$ cat src/rtl/pacoblaze_call_stack_if.sv
// Push/pop request and stack status bundle for the PacoBlaze return-address stack.
// The master drives requests; the slave (the stack itself) reports top-of-stack and status.
interface pacoblaze_call_stack_if #(
  parameter int WIDTH      = 10,
  parameter int DEPTH_LOG2 = 5
);
  logic                  push;
  logic                  pop;
  logic [WIDTH-1:0]      push_data;
  logic                  clear_err;
  logic [WIDTH-1:0]      top;
  logic [DEPTH_LOG2:0]   count;
  logic                  empty;
  logic                  full;
  logic                  overflow;
  logic                  underflow;

  modport master (
    output push, pop, push_data, clear_err,
    input  top, count, empty, full, overflow, underflow
  );

  modport slave (
    input  push, pop, push_data, clear_err,
    output top, count, empty, full, overflow, underflow
  );
endinterface

$ cat src/rtl/pacoblaze_call_stack.sv
// Return-address stack with sticky overflow/underflow flags.
// SATURATE selects wrapping (circular) or ignore-on-illegal boundary behaviour.
module pacoblaze_call_stack #(
  parameter int WIDTH      = 10,
  parameter int DEPTH_LOG2 = 5,
  parameter bit SATURATE   = 1'b0
) (
  input  logic                     clk,
  input  logic                     reset,
  pacoblaze_call_stack_if.slave    bus
);
  localparam int                    DEPTH     = 2 ** DEPTH_LOG2;
  localparam logic [DEPTH_LOG2:0]   CNT_FULL  = (DEPTH_LOG2 + 1)'(DEPTH);
  localparam logic [DEPTH_LOG2:0]   CNT_ONE   = (DEPTH_LOG2 + 1)'(1);
  localparam logic [DEPTH_LOG2-1:0] PTR_ONE   = DEPTH_LOG2'(1);

  // Storage is never reset; it starts at zero from configuration only.
  logic [WIDTH-1:0]      mem_q [DEPTH] = '{default: '0};

  logic [DEPTH_LOG2-1:0] ptr_q, ptr_d, ptr_m1, wr_addr;
  logic [DEPTH_LOG2:0]   count_q, count_d;
  logic                  ovf_q, ovf_d, unf_q, unf_d;
  logic                  ovf_set, unf_set, wr_en;
  logic                  empty, full;

  assign empty  = (count_q == '0);
  assign full   = (count_q == CNT_FULL);
  assign ptr_m1 = ptr_q - PTR_ONE;

  always_comb begin
    ptr_d   = ptr_q;
    count_d = count_q;
    ovf_set = 1'b0;
    unf_set = 1'b0;
    wr_en   = 1'b0;
    wr_addr = ptr_q;
    case ({bus.push, bus.pop})
      2'b11: begin
        if (!empty) begin
          // Replace top in place: a call immediately following a return.
          wr_en   = 1'b1;
          wr_addr = ptr_m1;
        end else begin
          wr_en   = 1'b1;
          ptr_d   = ptr_q + PTR_ONE;
          count_d = count_q + CNT_ONE;
          unf_set = 1'b1;
        end
      end
      2'b10: begin
        if (!full) begin
          wr_en   = 1'b1;
          ptr_d   = ptr_q + PTR_ONE;
          count_d = count_q + CNT_ONE;
        end else begin
          ovf_set = 1'b1;
          if (!SATURATE) begin
            wr_en = 1'b1;
            ptr_d = ptr_q + PTR_ONE;
          end
        end
      end
      2'b01: begin
        if (!empty) begin
          ptr_d   = ptr_m1;
          count_d = count_q - CNT_ONE;
        end else begin
          unf_set = 1'b1;
          if (!SATURATE) ptr_d = ptr_m1;
        end
      end
      default: ;
    endcase
    ovf_d = (ovf_q & ~bus.clear_err) | ovf_set;
    unf_d = (unf_q & ~bus.clear_err) | unf_set;
  end

  always_ff @(posedge clk) begin
    if (reset) begin
      ptr_q   <= '0;
      count_q <= '0;
      ovf_q   <= 1'b0;
      unf_q   <= 1'b0;
    end else begin
      ptr_q   <= ptr_d;
      count_q <= count_d;
      ovf_q   <= ovf_d;
      unf_q   <= unf_d;
    end
  end

  always_ff @(posedge clk) begin
    if (wr_en && !reset) mem_q[wr_addr] <= bus.push_data;
  end

  assign bus.top       = (SATURATE && empty) ? '0 : mem_q[ptr_m1];
  assign bus.count     = count_q;
  assign bus.empty     = empty;
  assign bus.full      = full;
  assign bus.overflow  = ovf_q;
  assign bus.underflow = unf_q;
endmodule

$ cat src/flat_wrapper.sv
// flat-port wrapper written by rule: the top's interface ports become plain ports
module pacoblaze_call_stack_flat 
#(
  parameter int WIDTH      = 10,
  parameter int DEPTH_LOG2 = 5,
  parameter bit SATURATE   = 1'b0
)
  (clk, reset, bus_push, bus_pop, bus_push_data, bus_clear_err, bus_top, bus_count, bus_empty, bus_full, bus_overflow, bus_underflow);
  pacoblaze_call_stack_if #(.WIDTH(WIDTH), .DEPTH_LOG2(DEPTH_LOG2)) bus_i ();
  input  logic clk;
  input  logic reset;
  input wire logic [$bits(bus_i.push)-1:0] bus_push;
  input wire logic [$bits(bus_i.pop)-1:0] bus_pop;
  input wire logic [$bits(bus_i.push_data)-1:0] bus_push_data;
  input wire logic [$bits(bus_i.clear_err)-1:0] bus_clear_err;
  output wire logic [$bits(bus_i.top)-1:0] bus_top;
  output wire logic [$bits(bus_i.count)-1:0] bus_count;
  output wire logic [$bits(bus_i.empty)-1:0] bus_empty;
  output wire logic [$bits(bus_i.full)-1:0] bus_full;
  output wire logic [$bits(bus_i.overflow)-1:0] bus_overflow;
  output wire logic [$bits(bus_i.underflow)-1:0] bus_underflow;
  assign bus_i.push = bus_push;
  assign bus_i.pop = bus_pop;
  assign bus_i.push_data = bus_push_data;
  assign bus_i.clear_err = bus_clear_err;
  assign bus_top = bus_i.top;
  assign bus_count = bus_i.count;
  assign bus_empty = bus_i.empty;
  assign bus_full = bus_i.full;
  assign bus_overflow = bus_i.overflow;
  assign bus_underflow = bus_i.underflow;
  pacoblaze_call_stack #(.WIDTH(WIDTH), .DEPTH_LOG2(DEPTH_LOG2), .SATURATE(SATURATE)) u_core (.clk(clk), .reset(reset), .bus(bus_i));
endmodule
$ cat config.mk
export PLATFORM = sky130hd
export DESIGN_NAME = pacoblaze_call_stack_flat
export DESIGN_NICKNAME = d
export VERILOG_FILES = /design/src/rtl/pacoblaze_call_stack_if.sv /design/src/rtl/pacoblaze_call_stack.sv /design/src/flat_wrapper.sv
export SDC_FILE = /design/constraint.sdc
export NUM_CORES = 1
export LEC_CHECK = 0
export ABC_AREA = 1
export CAP_MARGIN = 20
export CORE_MARGIN = 2
export CORE_UTILIZATION = 30
export DETAILED_ROUTE_END_ITERATION = 12
export PLACE_DENSITY = 0.52
export SLEW_MARGIN = 25
export SYNTH_ARGS = -nofsm -noshare
export SYNTH_HDL_FRONTEND = slang
export SYNTH_SLANG_ARGS = --single-unit
$ cat constraint.sdc
create_clock -name clk -period 4.9 [get_ports clk]
set_input_delay 1.47 -clock clk [delete_from_list [all_inputs] [get_ports clk]]
set_output_delay 1.47 -clock clk [all_outputs]
set_load 0.05 [all_outputs]
Word-level counts from Yosys, hierarchy flattened:

Memories as Yosys holds them, arrays and structs flattened.
Cells that the tools add are included.

* input bits: 15
* bits in writable memories: 320
* output and inout port bits: 20
* word-level logic and storage cells: 44
* bits in registers: 13
* memories kept: 1

* add/sub/neg operators: 4
* reductions and logical operators: 8
* bitwise operators: 5
* eq/ne operators: 7
* muxes and demuxes: 15

Memories
* u_core.mem_q: words 32, width 10, rd ports 1, clocked after memory_dff 0, write ports 1, RTL line pacoblaze_call_stack.sv:18 `logic [WIDTH-1:0] mem_q [DEPTH] = '{default: '0};`

Operators by type and width (count)
* 2-to-1 mux 6 bit: 3
* one-hot mux 6 bit (3 select lines): 1
* 2-to-1 mux 5 bit: 3
* one-hot mux 5 bit (3 select lines): 1
* 2-to-1 mux 1 bit: 7
* adder 6 x 1 -> 6 bit (second input constant): 1
* == test 6 bit (second input constant): 1
* zero test 6 bit: 1
* inequality test 2 bit (second input constant): 3
* subtractor 6 x 1 -> 6 bit (second input constant): 1
* adder 5 x 1 -> 5 bit (second input constant): 1
* subtractor 5 x 1 -> 5 bit (second input constant): 1
* == test 2 bit (second input constant): 2
* AND reduction 4 bit: 1
* OR reduction 2 bit: 2
* nonzero test 3 bit: 1
* bitwise AND 1 bit: 2
* == test 2 x 1 -> 1 bit (second input constant): 1
* bitwise OR 1 bit: 2
* AND reduction 2 bit: 1
* logical AND 1 bit: 1
* zero test 1 bit: 1
* inverter 1 bit: 1

Longest topological paths before layout:

* depth after elaboration: 6
* mapped depth: 15
* depth with buffers taken out: 11

Worst setup path before layout:

OpenSTA, ideal clock, no wires.

* path type: register to output
* start: register u_core.ptr_q[0]
* end: output port bus_top[0]
* data required time: 3.430 ns
* buffers on the path: 6
* arrival time: 2.368 ns
* setup slack: 1.062 ns
* stages on the path, launching flop included: 15
* path through: dfxtp_1 buf_4 inv_2 buf_6 buf_6 buf_2 ha_1 buf_2 buf_1 nand3_1 nand3_1 nand3_1 nand2_1 nand2_1 nand2_1

* cells in the longest elaborated chain, start to end: 2

RTL lines
* from (decl): RTL line pacoblaze_call_stack.sv:20 `logic [DEPTH_LOG2-1:0] ptr_q, ptr_d, ptr_m1, wr_addr;`
* from (signal assigned): RTL line pacoblaze_call_stack.sv:85 `ptr_q <= ptr_d;`
* subtractor 5 x 1 -> 5 bit: RTL line pacoblaze_call_stack.sv:28 `assign ptr_m1 = ptr_q - PTR_ONE;`
* memory (32 x 10 bit)
* to (decl): RTL line flat_wrapper.sv:16 `output wire logic [$bits(bus_i.top)-1:0] bus_top;`

No other way between the ends.

Final worst setup path:

* start: register u_core.ptr_q[1]
* end: output port bus_top[4]

Same word-level chain as after synthesis.

==> impl_metrics.json <==
{
  "final_common_cell": "nand2_1",
  "die-area_um2": 50200,
  "clockRootBuffer": "clkbuf_16",
  "post-cts-setup-buffers": 0,
  "setup_viol": 0,
  "synth-edff-count": 320,
  "drc_errors": 0,
  "fillCellCount": 4749,
  "num_vias": 9840,
  "synth_xor_area_share_pct": 0.5340,
  "cts_sinks": 333,
  "met3_usage_pct": 2.466,
  "grt_use_met2_pct": 25.01,
  "grt_pass1_vias": 9388,
  "hold_violations": 0,
  "r2r_end": "u_core.mem_q[2][3]",
  "numPortBuffers": 34,
  "ys.flop_type": "edfxtp_1",
  "worstPathArrival_ns": 3.09,
  "final_cell_mix": "nand2_1, edfxtp_1, nand3_1",
  "fp.dieW_um": 224.1,
  "clock_path_buffers": 3,
  "grt_overflow": 0,
  "ios": 35,
  "min_period_ns": 4.563,
  "ant_nets": 0,
  "critPathLaunchType": "register",
  "cts.htree.levels": 2,
  "wl_per_cell_um": 18.38,
  "skew_ns": 0.02659,
  "fin_util_pct": 34.93,
  "wl_um": 38430,
  "use_met1_pct": 21.55,
  "clock_latency_ns": 0.54,
  "viasPerCell": 4.706,
  "cts_hold_buf": 0,
  "crit_type": "reg2out",
  "numCtsBuffers": 36,
  "worst-path-max-fanout": 21,
  "power_density_nw_per_um2": 475.9,
  "post_cts_resized": 0,
  "fin_ws_ns": 0.3370,
  "fmax_ghz": 0.2192,
  "grt_pass1_wl_um": 58040,
  "initial_utilization_pct": 30.43,
  "place_area_um2": 15570,
  "drv_cap": 0,
  "synth_nets": 1436,
  "fin_crit_sh_pct": 93.12,
  "syn_area_um2": 14530,
  "rows": 80,
  "drt_pass1_iterations": 5,
  "drtIter0Drc": 918,
  "reg2reg_depth": 8,
  "reg2reg_setup_slack_ns": 1.62,
  "synth_fa_ha_area_share_pct": 0.6546,
  "syn_to_final_growth_pct": 14.81,
  "yosys_warnings": 0,
  "hpwl_um": 22040,
  "endpoint_kind": "primary output",
  "setup.worst_path.start": "u_core.ptr_q[1]",
  "status": "finished clean",
  "synth_top_family_by_area": "simple AND/OR/NAND/NOR gates",
  "synth_mux_area_share_pct": 0,
  "avgSynthCellArea_um2": 10.27,
  "ys_seq_elements": 333,
  "cts_tree": "built",
  "required_ns": 3.43,
  "netlist_instances": 1414,
  "n_antenna_cell": 0,
  "die_y_um": 224.1,
  "yosys.cell_types.count": 32,
  "fin_setup_tns_ns": 0,
  "place.gp.congestion": 0.7774,
  "rsz0062_at_grt": "false",
  "nNetsFinal": 1472,
  "drive_gt1_share_pct": 8.672,
  "slew_violations": 0,
  "track_usage_pct": 15.38,
  "reg2reg_from": "u_core.ptr_q[1]",
  "hold_depth": 2,
  "synthTopCellsByArea": "edfxtp_1, nand2_1, nand3_1",
  "regArea_um2": 9873,
  "tightest_slew_ns": 0.9327,
  "ys_async_sr_fraction_pct": 0,
  "slew_headroom_pct": 37.61,
  "synth_compound_area_share_pct": 2.033,
  "top_usage_layer": "met2",
  "min_path_type": "reg2reg",
  "final_cell_area_um2": 16680,
  "yosys.area.top_type": "edfxtp_1",
  "grt_max_degree": 164,
  "synth-simple-area-share_pct": 24.24,
  "irDropWorstVdd_uv": 465.7,
  "ys_seq_area_share_pct": 67.94,
  "critical_path.endpoint": "bus_top[4]",
  "core_area_um2": 47750,
  "cellLeakagePower_nw": 6.511,
  "yosysTopAreaCellShare_pct": 66.14,
  "dp_worst_setup_slack_ns": 0.6726,
  "clkTransAtPathRegs_ns": 0.06,
  "antenna_found_initial": 0,
  "multi_input_area_um2": 4021
}
final cells by class:
| class | instances | share of cell area, % |
|---|---|---|
| Clock buffer | 47 | 5.776 |
| Sequential cell | 333 | 59.19 |
| Tap cell | 615 | 4.613 |
| Clock inverter | 17 | 0.8401 |
| Multi-Input combinational cell | 927 | 24.11 |
| Timing Repair Buffer | 67 | 3.541 |
| Inverter | 85 | 1.928 |
where the power goes:
part	internal [mW]	switching, mW	total (mW)
registers	3.17	0.0338	3.21
logic	0.570	1.57	2.14
clock network	1.50	1.10	2.59
total	5.24	2.70	7.94
worst max-delay path: stages (launching register included):
cell      delay [ns]
dfxtp_1         0.44
inv_1           0.15
ha_4            0.31
clkinv_1        0.38
buf_4           0.39
nand2_1         0.10
nand3_1         0.12
nand3_1         0.18
nand2_1         0.08
nand2_1         0.12
nand2_1         0.11
buf_4           0.20
how the worst min path moves through the flow:
stage                     slack (ns)                  from                   end
after floorplan                 0.48       u_core.ptr_q[4]       u_core.ptr_q[4]
after global placement          0.46   u_core.bus.overflow   u_core.bus.overflow
after detailed placement        0.46  u_core.bus.underflow  u_core.bus.underflow
after CTS                       0.47  u_core.bus.underflow  u_core.bus.underflow
after global routing            0.49  u_core.bus.underflow  u_core.bus.underflow
final                           0.46  u_core.bus.underflow  u_core.bus.underflow
state kept, by name (all words and copies together), names as in the netlist:
register	count
u_core.mem_q	320
u_core.bus.count	6
u_core.bus.overflow	1
u_core.bus.underflow	1
u_core.ptr_q	5
layer usage:
metal / up-vias / share of wire [%]
met5: - / 0
met4: 0 / 1.9
met3: 55 / 6.2
met2: 295 / 46
met1: 4724 / 45
li1: 4766 / -
per-stage QoR:
step	instances	hold slack [ns]	power, mW
floorplan	1414	0.4825	4.677
global placement	2027	0.4602	5.414
detailed placement	2027	0.4625	5.419
CTS	2091	0.4707	8.011
global route	2091	0.4864	8.302
finish	2091	0.4646	7.938
Yosys cell counts, drive strengths merged (2+ instances only):
cell type / instances
o21ai: 42
xor2: 5
edfxtp: 320
nand3: 167
ha: 6
dfxtp: 13
nor2: 116
a21oi: 11
nand4: 2
buf: 49
inv: 84
xnor2: 3
clkbuf: 20
nand2: 570
cells by family after synthesis:
| family | after synthesis |
|---|---|
| and+or+nand+nor | 857 |
| adders and majority gates | 7 |
| DFF | 333 |
| AOI/OAI and AO/OA | 55 |
| buffers and inverters | 154 |
| xor gates and xnor gates | 8 |
Power figures use the tool's default switching activity.
